## src/rtl/nibble_mc_core_if.sv

```systemverilog
// -----------------------------------------------------------------------------
// nibble_mc_core_if
// Memory-side bus of the nibble multi-cycle core: program ROM fetch port and
// data RAM access port, both synchronous with one cycle of read latency.
//
// Signals
//   rom_addr   core->rom  PC_W    fetch address (= pc)
//   rom_rd     core->rom  1       fetch strobe
//   rom_data   rom->core  INST_W  instruction word, valid the cycle after rom_rd
//   ram_addr   core->ram  ADDR_W  data address (= ir.addr)
//   ram_we     core->ram  1       single-cycle write strobe
//   ram_wdata  core->ram  DATA_W  write data (ALU result)
//   ram_rdata  ram->core  DATA_W  read data, valid the cycle after the address
//
// Modports
//   master  core side
//   slave   memory side
// -----------------------------------------------------------------------------
interface nibble_mc_core_if #(
    parameter int unsigned DATA_W = 8,
    parameter int unsigned ADDR_W = 4,
    parameter int unsigned PC_W   = 4,
    parameter int unsigned OP_W   = 3
);
    localparam int unsigned INST_W = OP_W + 1 + 2 * DATA_W + ADDR_W;

    logic [PC_W-1:0]   rom_addr;
    logic              rom_rd;
    logic [INST_W-1:0] rom_data;
    logic [ADDR_W-1:0] ram_addr;
    logic              ram_we;
    logic [DATA_W-1:0] ram_wdata;
    logic [DATA_W-1:0] ram_rdata;

    modport master (
        output rom_addr,
        output rom_rd,
        input  rom_data,
        output ram_addr,
        output ram_we,
        output ram_wdata,
        input  ram_rdata
    );

    modport slave (
        input  rom_addr,
        input  rom_rd,
        output rom_data,
        input  ram_addr,
        input  ram_we,
        input  ram_wdata,
        output ram_rdata
    );
endinterface

```

## src/rtl/nibble_mc_core.sv

```systemverilog
// -----------------------------------------------------------------------------
// nibble_mc_core
// Multi-cycle nibble processor core: PC, instruction register, decoder, ALU
// and flags under one FSM (FETCH -> DECODE -> EXEC [-> MEM] -> FETCH), with
// HALT parking the core until reset and a global stall input.
//
// Ports
//   clock_i       clock, rising edge
//   reset_i       synchronous, active-high; wins over ena_i and in-flight ops
//   ena_i         1 = advance, 0 = stall (every register holds)
//   bus           ROM/RAM memory bus (master side)
//   pc_o, acc_o   architectural registers
//   zero_o        zero flag
//   carry_o       carry / borrow flag
//   halted_o      sticky after HALT
//   instr_done_o  one-cycle pulse when an instruction retires
//   op_o, x_o, y_o, addr_o  decoded instruction-register fields
// -----------------------------------------------------------------------------
module nibble_mc_core #(
    parameter int unsigned DATA_W = 8,
    parameter int unsigned ADDR_W = 4,
    parameter int unsigned PC_W   = 4,
    parameter int unsigned OP_W   = 3
) (
    input  logic              clock_i,
    input  logic              reset_i,
    input  logic              ena_i,
    nibble_mc_core_if.master  bus,
    output logic [PC_W-1:0]   pc_o,
    output logic [DATA_W-1:0] acc_o,
    output logic              zero_o,
    output logic              carry_o,
    output logic              halted_o,
    output logic              instr_done_o,
    output logic [OP_W-1:0]   op_o,
    output logic [DATA_W-1:0] x_o,
    output logic [DATA_W-1:0] y_o,
    output logic [ADDR_W-1:0] addr_o
);
    localparam int unsigned INST_W = OP_W + 1 + 2 * DATA_W + ADDR_W;

    localparam logic [OP_W-1:0] OpAdd  = OP_W'(1);
    localparam logic [OP_W-1:0] OpSub  = OP_W'(2);
    localparam logic [OP_W-1:0] OpAnd  = OP_W'(3);
    localparam logic [OP_W-1:0] OpLd   = OP_W'(4);
    localparam logic [OP_W-1:0] OpJmp  = OP_W'(5);
    localparam logic [OP_W-1:0] OpJz   = OP_W'(6);
    localparam logic [OP_W-1:0] OpHalt = OP_W'(7);

    typedef enum logic [2:0] {
        StFetch,
        StDecode,
        StExec,
        StMem,
        StHalted
    } state_e;

    state_e            state_q, state_d;
    logic [PC_W-1:0]   pc_q, pc_d;
    logic [INST_W-1:0] ir_q, ir_d;
    logic [DATA_W-1:0] acc_q, acc_d;
    logic              zero_q, zero_d;
    logic              carry_q, carry_d;
    logic              halted_q, halted_d;

    // Decoded fields; the reserved bit below op is carried in ir but ignored.
    logic [OP_W-1:0]   ir_op;
    logic [DATA_W-1:0] ir_x;
    logic [DATA_W-1:0] ir_y;
    logic [ADDR_W-1:0] ir_addr;
    logic              unused_rsv;

    assign ir_op      = ir_q[INST_W-1 -: OP_W];
    assign unused_rsv = ir_q[INST_W-OP_W-1];
    assign ir_x       = ir_q[2*DATA_W+ADDR_W-1 -: DATA_W];
    assign ir_y       = ir_q[DATA_W+ADDR_W-1 -: DATA_W];
    assign ir_addr    = ir_q[ADDR_W-1:0];

    // ALU: one extra bit catches carry-out for ADD and borrow (x<y) for SUB.
    logic [DATA_W:0]   sum_ext;
    logic [DATA_W:0]   diff_ext;
    logic [DATA_W-1:0] alu_res;
    logic              alu_carry;

    assign sum_ext  = {1'b0, ir_x} + {1'b0, ir_y};
    assign diff_ext = {1'b0, ir_x} - {1'b0, ir_y};

    always_comb begin
        alu_res   = sum_ext[DATA_W-1:0];
        alu_carry = sum_ext[DATA_W];
        case (ir_op)
            OpSub: begin
                alu_res   = diff_ext[DATA_W-1:0];
                alu_carry = diff_ext[DATA_W];
            end
            OpAnd: begin
                alu_res   = ir_x & ir_y;
                alu_carry = 1'b0;
            end
            default: ;
        endcase
    end

    logic [PC_W-1:0] pc_inc;
    assign pc_inc = pc_q + PC_W'(1);

    // FSM: state register
    always_ff @(posedge clock_i) begin
        if (reset_i) begin
            state_q <= StFetch;
        end else begin
            state_q <= state_d;
        end
    end

    // FSM: next state
    always_comb begin
        state_d = state_q;
        if (ena_i) begin
            case (state_q)
                StFetch:  state_d = StDecode;
                StDecode: state_d = StExec;
                StExec: begin
                    if (ir_op == OpLd) begin
                        state_d = StMem;
                    end else if (ir_op == OpHalt) begin
                        state_d = StHalted;
                    end else begin
                        state_d = StFetch;
                    end
                end
                StMem:    state_d = StFetch;
                default:  state_d = StHalted;
            endcase
        end
    end

    // FSM: outputs; every strobe is gated by reset and the stall input.
    logic rom_rd;
    logic ram_we;
    logic instr_done;

    always_comb begin
        rom_rd     = 1'b0;
        ram_we     = 1'b0;
        instr_done = 1'b0;
        if (!reset_i && ena_i) begin
            case (state_q)
                StFetch: rom_rd = 1'b1;
                StExec: begin
                    ram_we     = (ir_op == OpAdd) || (ir_op == OpSub) || (ir_op == OpAnd);
                    // LD retires one cycle later, in MEM.
                    instr_done = (ir_op != OpLd);
                end
                StMem:   instr_done = 1'b1;
                default: ;
            endcase
        end
    end

    // Datapath next state
    always_comb begin
        pc_d     = pc_q;
        ir_d     = ir_q;
        acc_d    = acc_q;
        zero_d   = zero_q;
        carry_d  = carry_q;
        halted_d = halted_q;
        if (ena_i) begin
            case (state_q)
                StDecode: ir_d = bus.rom_data;
                StExec: begin
                    pc_d = pc_inc;
                    case (ir_op)
                        OpAdd, OpSub, OpAnd: begin
                            zero_d  = (alu_res == '0);
                            carry_d = alu_carry;
                        end
                        OpJmp:  pc_d = ir_x[PC_W-1:0];
                        OpJz:   pc_d = zero_q ? ir_x[PC_W-1:0] : pc_inc;
                        OpHalt: begin
                            pc_d     = pc_q;
                            halted_d = 1'b1;
                        end
                        default: ;  // NOP, LD and any wider unused opcode
                    endcase
                end
                StMem: begin
                    acc_d  = bus.ram_rdata;
                    zero_d = (bus.ram_rdata == '0);
                end
                default: ;
            endcase
        end
    end

    always_ff @(posedge clock_i) begin
        if (reset_i) begin
            pc_q     <= '0;
            ir_q     <= '0;
            acc_q    <= '0;
            zero_q   <= 1'b0;
            carry_q  <= 1'b0;
            halted_q <= 1'b0;
        end else begin
            pc_q     <= pc_d;
            ir_q     <= ir_d;
            acc_q    <= acc_d;
            zero_q   <= zero_d;
            carry_q  <= carry_d;
            halted_q <= halted_d;
        end
    end

    assign bus.rom_addr  = pc_q;
    assign bus.rom_rd    = rom_rd;
    assign bus.ram_addr  = ir_addr;
    assign bus.ram_we    = ram_we;
    assign bus.ram_wdata = alu_res;

    assign pc_o         = pc_q;
    assign acc_o        = acc_q;
    assign zero_o       = zero_q;
    assign carry_o      = carry_q;
    assign halted_o     = halted_q;
    assign instr_done_o = instr_done;
    assign op_o         = ir_op;
    assign x_o          = ir_x;
    assign y_o          = ir_y;
    assign addr_o       = ir_addr;
endmodule

```

## src/flat_wrapper.sv

```systemverilog
// flat-port wrapper written by rule: the top's interface ports become plain ports
module nibble_mc_core_flat 
#(
    parameter int unsigned DATA_W = 8,
    parameter int unsigned ADDR_W = 4,
    parameter int unsigned PC_W   = 4,
    parameter int unsigned OP_W   = 3
)
  (clock_i, reset_i, ena_i, pc_o, acc_o, zero_o, carry_o, halted_o, instr_done_o, op_o, x_o, y_o, addr_o, bus_rom_addr, bus_rom_rd, bus_rom_data, bus_ram_addr, bus_ram_we, bus_ram_wdata, bus_ram_rdata);
  nibble_mc_core_if #(.DATA_W(DATA_W), .ADDR_W(ADDR_W), .PC_W(PC_W), .OP_W(OP_W)) bus_i ();
  input  logic clock_i;
  input  logic reset_i;
  input  logic ena_i;
  output logic [PC_W-1:0] pc_o;
  output logic [DATA_W-1:0] acc_o;
  output logic zero_o;
  output logic carry_o;
  output logic halted_o;
  output logic instr_done_o;
  output logic [OP_W-1:0] op_o;
  output logic [DATA_W-1:0] x_o;
  output logic [DATA_W-1:0] y_o;
  output logic [ADDR_W-1:0] addr_o;
  output wire logic [$bits(bus_i.rom_addr)-1:0] bus_rom_addr;
  output wire logic [$bits(bus_i.rom_rd)-1:0] bus_rom_rd;
  input wire logic [$bits(bus_i.rom_data)-1:0] bus_rom_data;
  output wire logic [$bits(bus_i.ram_addr)-1:0] bus_ram_addr;
  output wire logic [$bits(bus_i.ram_we)-1:0] bus_ram_we;
  output wire logic [$bits(bus_i.ram_wdata)-1:0] bus_ram_wdata;
  input wire logic [$bits(bus_i.ram_rdata)-1:0] bus_ram_rdata;
  assign bus_rom_addr = bus_i.rom_addr;
  assign bus_rom_rd = bus_i.rom_rd;
  assign bus_i.rom_data = bus_rom_data;
  assign bus_ram_addr = bus_i.ram_addr;
  assign bus_ram_we = bus_i.ram_we;
  assign bus_ram_wdata = bus_i.ram_wdata;
  assign bus_i.ram_rdata = bus_ram_rdata;
  nibble_mc_core #(.DATA_W(DATA_W), .ADDR_W(ADDR_W), .PC_W(PC_W), .OP_W(OP_W)) u_core (.clock_i(clock_i), .reset_i(reset_i), .ena_i(ena_i), .bus(bus_i), .pc_o(pc_o), .acc_o(acc_o), .zero_o(zero_o), .carry_o(carry_o), .halted_o(halted_o), .instr_done_o(instr_done_o), .op_o(op_o), .x_o(x_o), .y_o(y_o), .addr_o(addr_o));
endmodule
```

## config.mk

```make
export PLATFORM = sky130hd
export DESIGN_NAME = nibble_mc_core_flat
export DESIGN_NICKNAME = d
export VERILOG_FILES = /design/src/rtl/nibble_mc_core_if.sv /design/src/rtl/nibble_mc_core.sv /design/src/flat_wrapper.sv
export SDC_FILE = /design/constraint.sdc
export NUM_CORES = 1
export LEC_CHECK = 0
export ABC_CLOCK_PERIOD_IN_PS = 2500
export CAP_MARGIN = 20
export CORE_AREA = 2 2 80 82
export CTS_CLUSTER_DIAMETER = 150
export DETAILED_ROUTE_END_ITERATION = 10
export DIE_AREA = 0 0 82 84
export HOLD_SLACK_MARGIN = 0.05
export PLACE_DENSITY = 0.86
export SLEW_MARGIN = 40
export SYNTH_ARGS = -nofsm -noshare
export SYNTH_HDL_FRONTEND = slang
export SYNTH_SLANG_ARGS = --single-unit
```

## constraint.sdc

```tcl
create_clock -name clock_i -period 2.5 [get_ports clock_i]
set_input_delay 0.5 -clock clock_i [delete_from_list [all_inputs] [get_ports clock_i]]
set_output_delay 0.5 -clock clock_i [all_outputs]
set_load 0.02 [all_outputs]
```

==> results.py <==
metrics = {
    "route": {
        "drc": 0,
        "vias": 3036,
        "vias_per_cell": 5.30,
        "firstDrtPassIters": 5,
        "drt-wirelength-per-cell_um": 15.3,
        "drt-initial-drc-count": 155,
        "drt-total-wl_um": 8740,
        "ant_nets": 0,
    },
    "clocking": {
        "tritoncts": "built",
        "h-tree-depth": 2,
        "root_buffer": "clkbuf_8",
        "cts_sinks": 41,
        "path_clk_slew_ps": 90,
        "cts_buffers": 5,
        "cts_hold_buf": 0,
        "clock_latency_ps": 300,
        "clockBufferDepth": 2,
    },
    "worst_hold_path": {
        "hp-class": "flop to flop",
        "hold_end": "u_core.halted_o",
        "worstHoldPathCells": 2,
        "min_from": "u_core.halted_o",
    },
    "cells_and_area": {
        "nets": 549,
        "fill_cells": 473,
        "multiInputGateArea_um2": 1790,
        "fin_cells": 573,
        "seqCellArea_um2": 833,
        "final_layout_size_suffix_gt1_share_pct": 26.0,
        "final_area_um2": 4320,
        "diodes": 0,
        "syn2layout_area_growth_pct": 63.6,
        "post-route-util_pct": 70.9,
    },
    "run_status": {
        "failed_checks": "negative setup slack",
        "status": "complete, but fails checks",
    },
    "timing": {
        "rsz0062_at_grt": "true",
        "max_freq_mhz": 359,
        "fin_ws_ps": -284,
        "skew_ps": 6.16,
        "finalCritPeriodShare_pct": 111,
        "drv_slew": 0,
        "hold_violations": 0,
        "max-slew-margin-rel_pct": 54.4,
        "period_needed_ps": 2780,
        "hold-worst-slack_ps": 454,
        "finalSetupViolations": 6,
        "worst_slew_pin_slew_ps": 683,
    },
    "setup_path": {
        "cp-end-kind": "output port",
        "reg2reg_to": "u_core.zero_o",
        "critPathKind": "flop to output port",
        "worst_ep_arrival_time_ps": 2280,
        "setup.worst_path.start_class": "flop",
        "cp.required_ps": 2000,
        "cp_slowest_cell": "or4_4",
        "path_buf_inv": 2,
        "slowest_delay_ps": 430,
        "path_cells": "inv_2, ha_4, fa_2, nor2b_4, o31a_1, or4_4, a22oi_2, mux2i_2, buf_4",
        "rr_startpoint": "u_core.ir_q[12]",
        "crit_family": "simple AND/OR/NAND/NOR gates",
        "r2r_slack_ps": 150,
        "ff2ff_path_depth": 10,
        "cp_max_fo": 3,
    },
    "synthesis": {
        "synth_warnings": 0,
        "syn_nets": 407,
        "yosysSeqAreaShare_pct": 31.1,
        "avgSynthCellArea_um2": 7.49,
        "async_reset_ff_share_pct": 0,
        "ys_ff_latch": 41,
        "ys_types": 50,
        "synth-edff-count": 0,
        "syn-cell-area_um2": 2640,
        "dominantRegCellSynth": "dfxtp_1",
        "synthCells": 353,
    },
    "floorplanning": {
        "dieArea_um2": 6890,
        "initial_core_util_pct": 43.3,
        "die_h_um": 84,
        "rows": 29,
        "dieWidth_um": 82,
        "io_pins": 92,
        "core_area_um2": 6100,
    },
    "pwr": {
        "p_switching_uw": 515,
        "irDropWorstVdd_mv": 0.333,
        "internal_power_mw": 1.13,
        "p_sw_share_pct": 31.3,
        "combPwrFrac_pct": 30.8,
        "power_frac_seq_pct": 41.9,
        "pwr-share-clk_pct": 27.3,
        "leakage_nw": 1.75,
        "powerDensity_nw_per_um2": 381,
    },
    "placement": {
        "place_area_um2": 3990,
        "placed_cells": 555,
        "place.gp.congestion": 0.933,
        "io_buffers": 90,
        "dpl.hpwl_um": 6420,
    },
    "global_routing": {
        "overflow": 0,
        "grt_pass1_vias": 3036,
        "grt_pass1_wl_um": 13900,
        "grt_max_degree": 28,
        "grt_antenna_before_repair": 0,
        "track_usage_pct": 25.5,
    },
    "flow_run": {
        "maxCapViolCount": 0,
    },
}
## worst min-delay path, delay by kind of cell, from the launching register on
family                 cells  cell delay, ps
flip-flops                 1             320
buffers and inverters      1              50
AO/OA/AOI/OAI              1              50
## metal layers
layer	vias up	track usage [%]	share of wire (%)
li1	1488	-	-
met1	1418	30.8	40
met2	108	45.1	51
met3	22	4.55	6.9
met4	0	7.27	2.3
met5	-	0	0
## final cells by class
cell class	instances	share of cell area [%]
Multi-Input combinational cell	264	41.4
Sequential cell	41	19.3
Tap cell	77	2.23
Timing Repair Buffer	163	33.2
Clock buffer	5	1.59
Inverter	20	1.74
Clock inverter	3	0.521
## worst max path at each step
| stage | startpoint | depth (start not counted) | to |
|---|---|---|---|
| after global routing | u_core.ir_q[12] | 9 | bus_ram_wdata[6] |
| after CTS | u_core.ir_q[12] | 9 | bus_ram_wdata[6] |
| after floorplan | u_core.ir_q[12] | 7 | bus_ram_wdata[6] |
| final | u_core.ir_q[12] | 9 | bus_ram_wdata[6] |
| after global placement | u_core.ir_q[12] | 8 | bus_ram_wdata[6] |
| after detailed placement | u_core.ir_q[13] | 8 | bus_ram_wdata[7] |
## placed cells by master, fill, tap and decap left out, types with 3 or more instances in the layout
master	n
nor2_1	13
a21oi_1	50
dfxtp_2	4
a21o_1	3
nor4_1	4
o31a_1	4
nand2_1	77
o31ai_2	3
inv_1	17
dlygate4sd2_1	4
a31oi_1	3
nand2b_1	4
dfxtp_1	35
clkdlybuf4s50_1	79
buf_6	3
buf_4	76
mux2i_1	3
ha_4	6
or3_1	5
inv_2	3
clkinvlp_4	3
nand3b_1	3
nor3_1	9
clkbuf_8	5
nand3_1	4
o21ai_0	6
o21a_1	8
xnor2_1	4
ha_1	10
## power by group through the flow
stage	clock network (mW)	logic, mW	registers, mW
floorplan	0	0.217	0.721
global placement	0	0.449	0.702
detailed placement	0	0.459	0.703
CTS	0.458	0.483	0.688
global route	0.479	0.542	0.693
finish	0.450	0.508	0.690
## synth_stat cells, drive strengths merged, types with 2 or more instances
library cell | instances | area share [%]
nand2 | 77 | 11
a21oi | 51 | 9.7
dfxtp | 41 | 31
inv | 20 | 2.8
ha | 17 | 8.0
clkbuf | 16 | 2.3
nor2 | 15 | 2.1
buf | 12 | 3.1
nor3 | 11 | 2.1
o21a | 8 | 2.3
o21ai | 6 | 1.1
nand2b | 5 | 1.2
nor2b | 5 | 1.5
o31ai | 5 | 1.4
or3 | 5 | 1.2
mux2i | 4 | 1.7
nand3 | 4 | 0.76
nor4 | 4 | 0.95
o31a | 4 | 1.3
xnor2 | 4 | 1.3
a211oi | 3 | 0.85
a21o | 3 | 0.85
a31oi | 3 | 0.71
nand3b | 3 | 0.85
and2b | 2 | 0.57
fa | 2 | 1.5
nor4b | 2 | 0.66
o211ai | 2 | 0.57
o311a | 2 | 0.76
## flip-flops by register name (all words and copies together), names as in the netlist
name / count
u_core.bus.rom_addr: 4
u_core.state_q: 3
u_core.halted_o: 1
u_core.zero_o: 1
u_core.acc_o: 8
u_core.ir_q: 23
u_core.carry_o: 1
## logic make-up (layout without fill, tap and decap cells)
logic type | count (synthesis) | after routing | share of synthesized area [%]
AND/OR/NAND/NOR | 139 | 139 | 24.4
buffers and inverters | 48 | 191 | 8.19
XOR/XNOR | 5 | 5 | 1.66
AO/OA/AOI/OAI | 97 | 97 | 23.5
multiplexers | 4 | 4 | 1.66
adder cells (fa/ha/maj) | 19 | 19 | 9.56
flip-flops | 41 | 41 | 31.1
## timing repair
action / 4_1_cts / 5_1_grt
pin swaps: 7 / 4
resized for setup: 65 / 16
buffers inserted: 8 / 2
setup endpoints to repair: 11 / 8
## stage by stage
stage / power, mW / setup WS [ps] / setup TNS, ps
detailed placement: 1.16 / -436 / -2520
global route: 1.71 / -354 / -1330
finish: 1.65 / -284 / -949
floorplan: 0.937 / -39.2 / -39.2
global placement: 1.15 / -406 / -2150
CTS: 1.63 / -208 / -779
(Power assumes the default switching activity.)
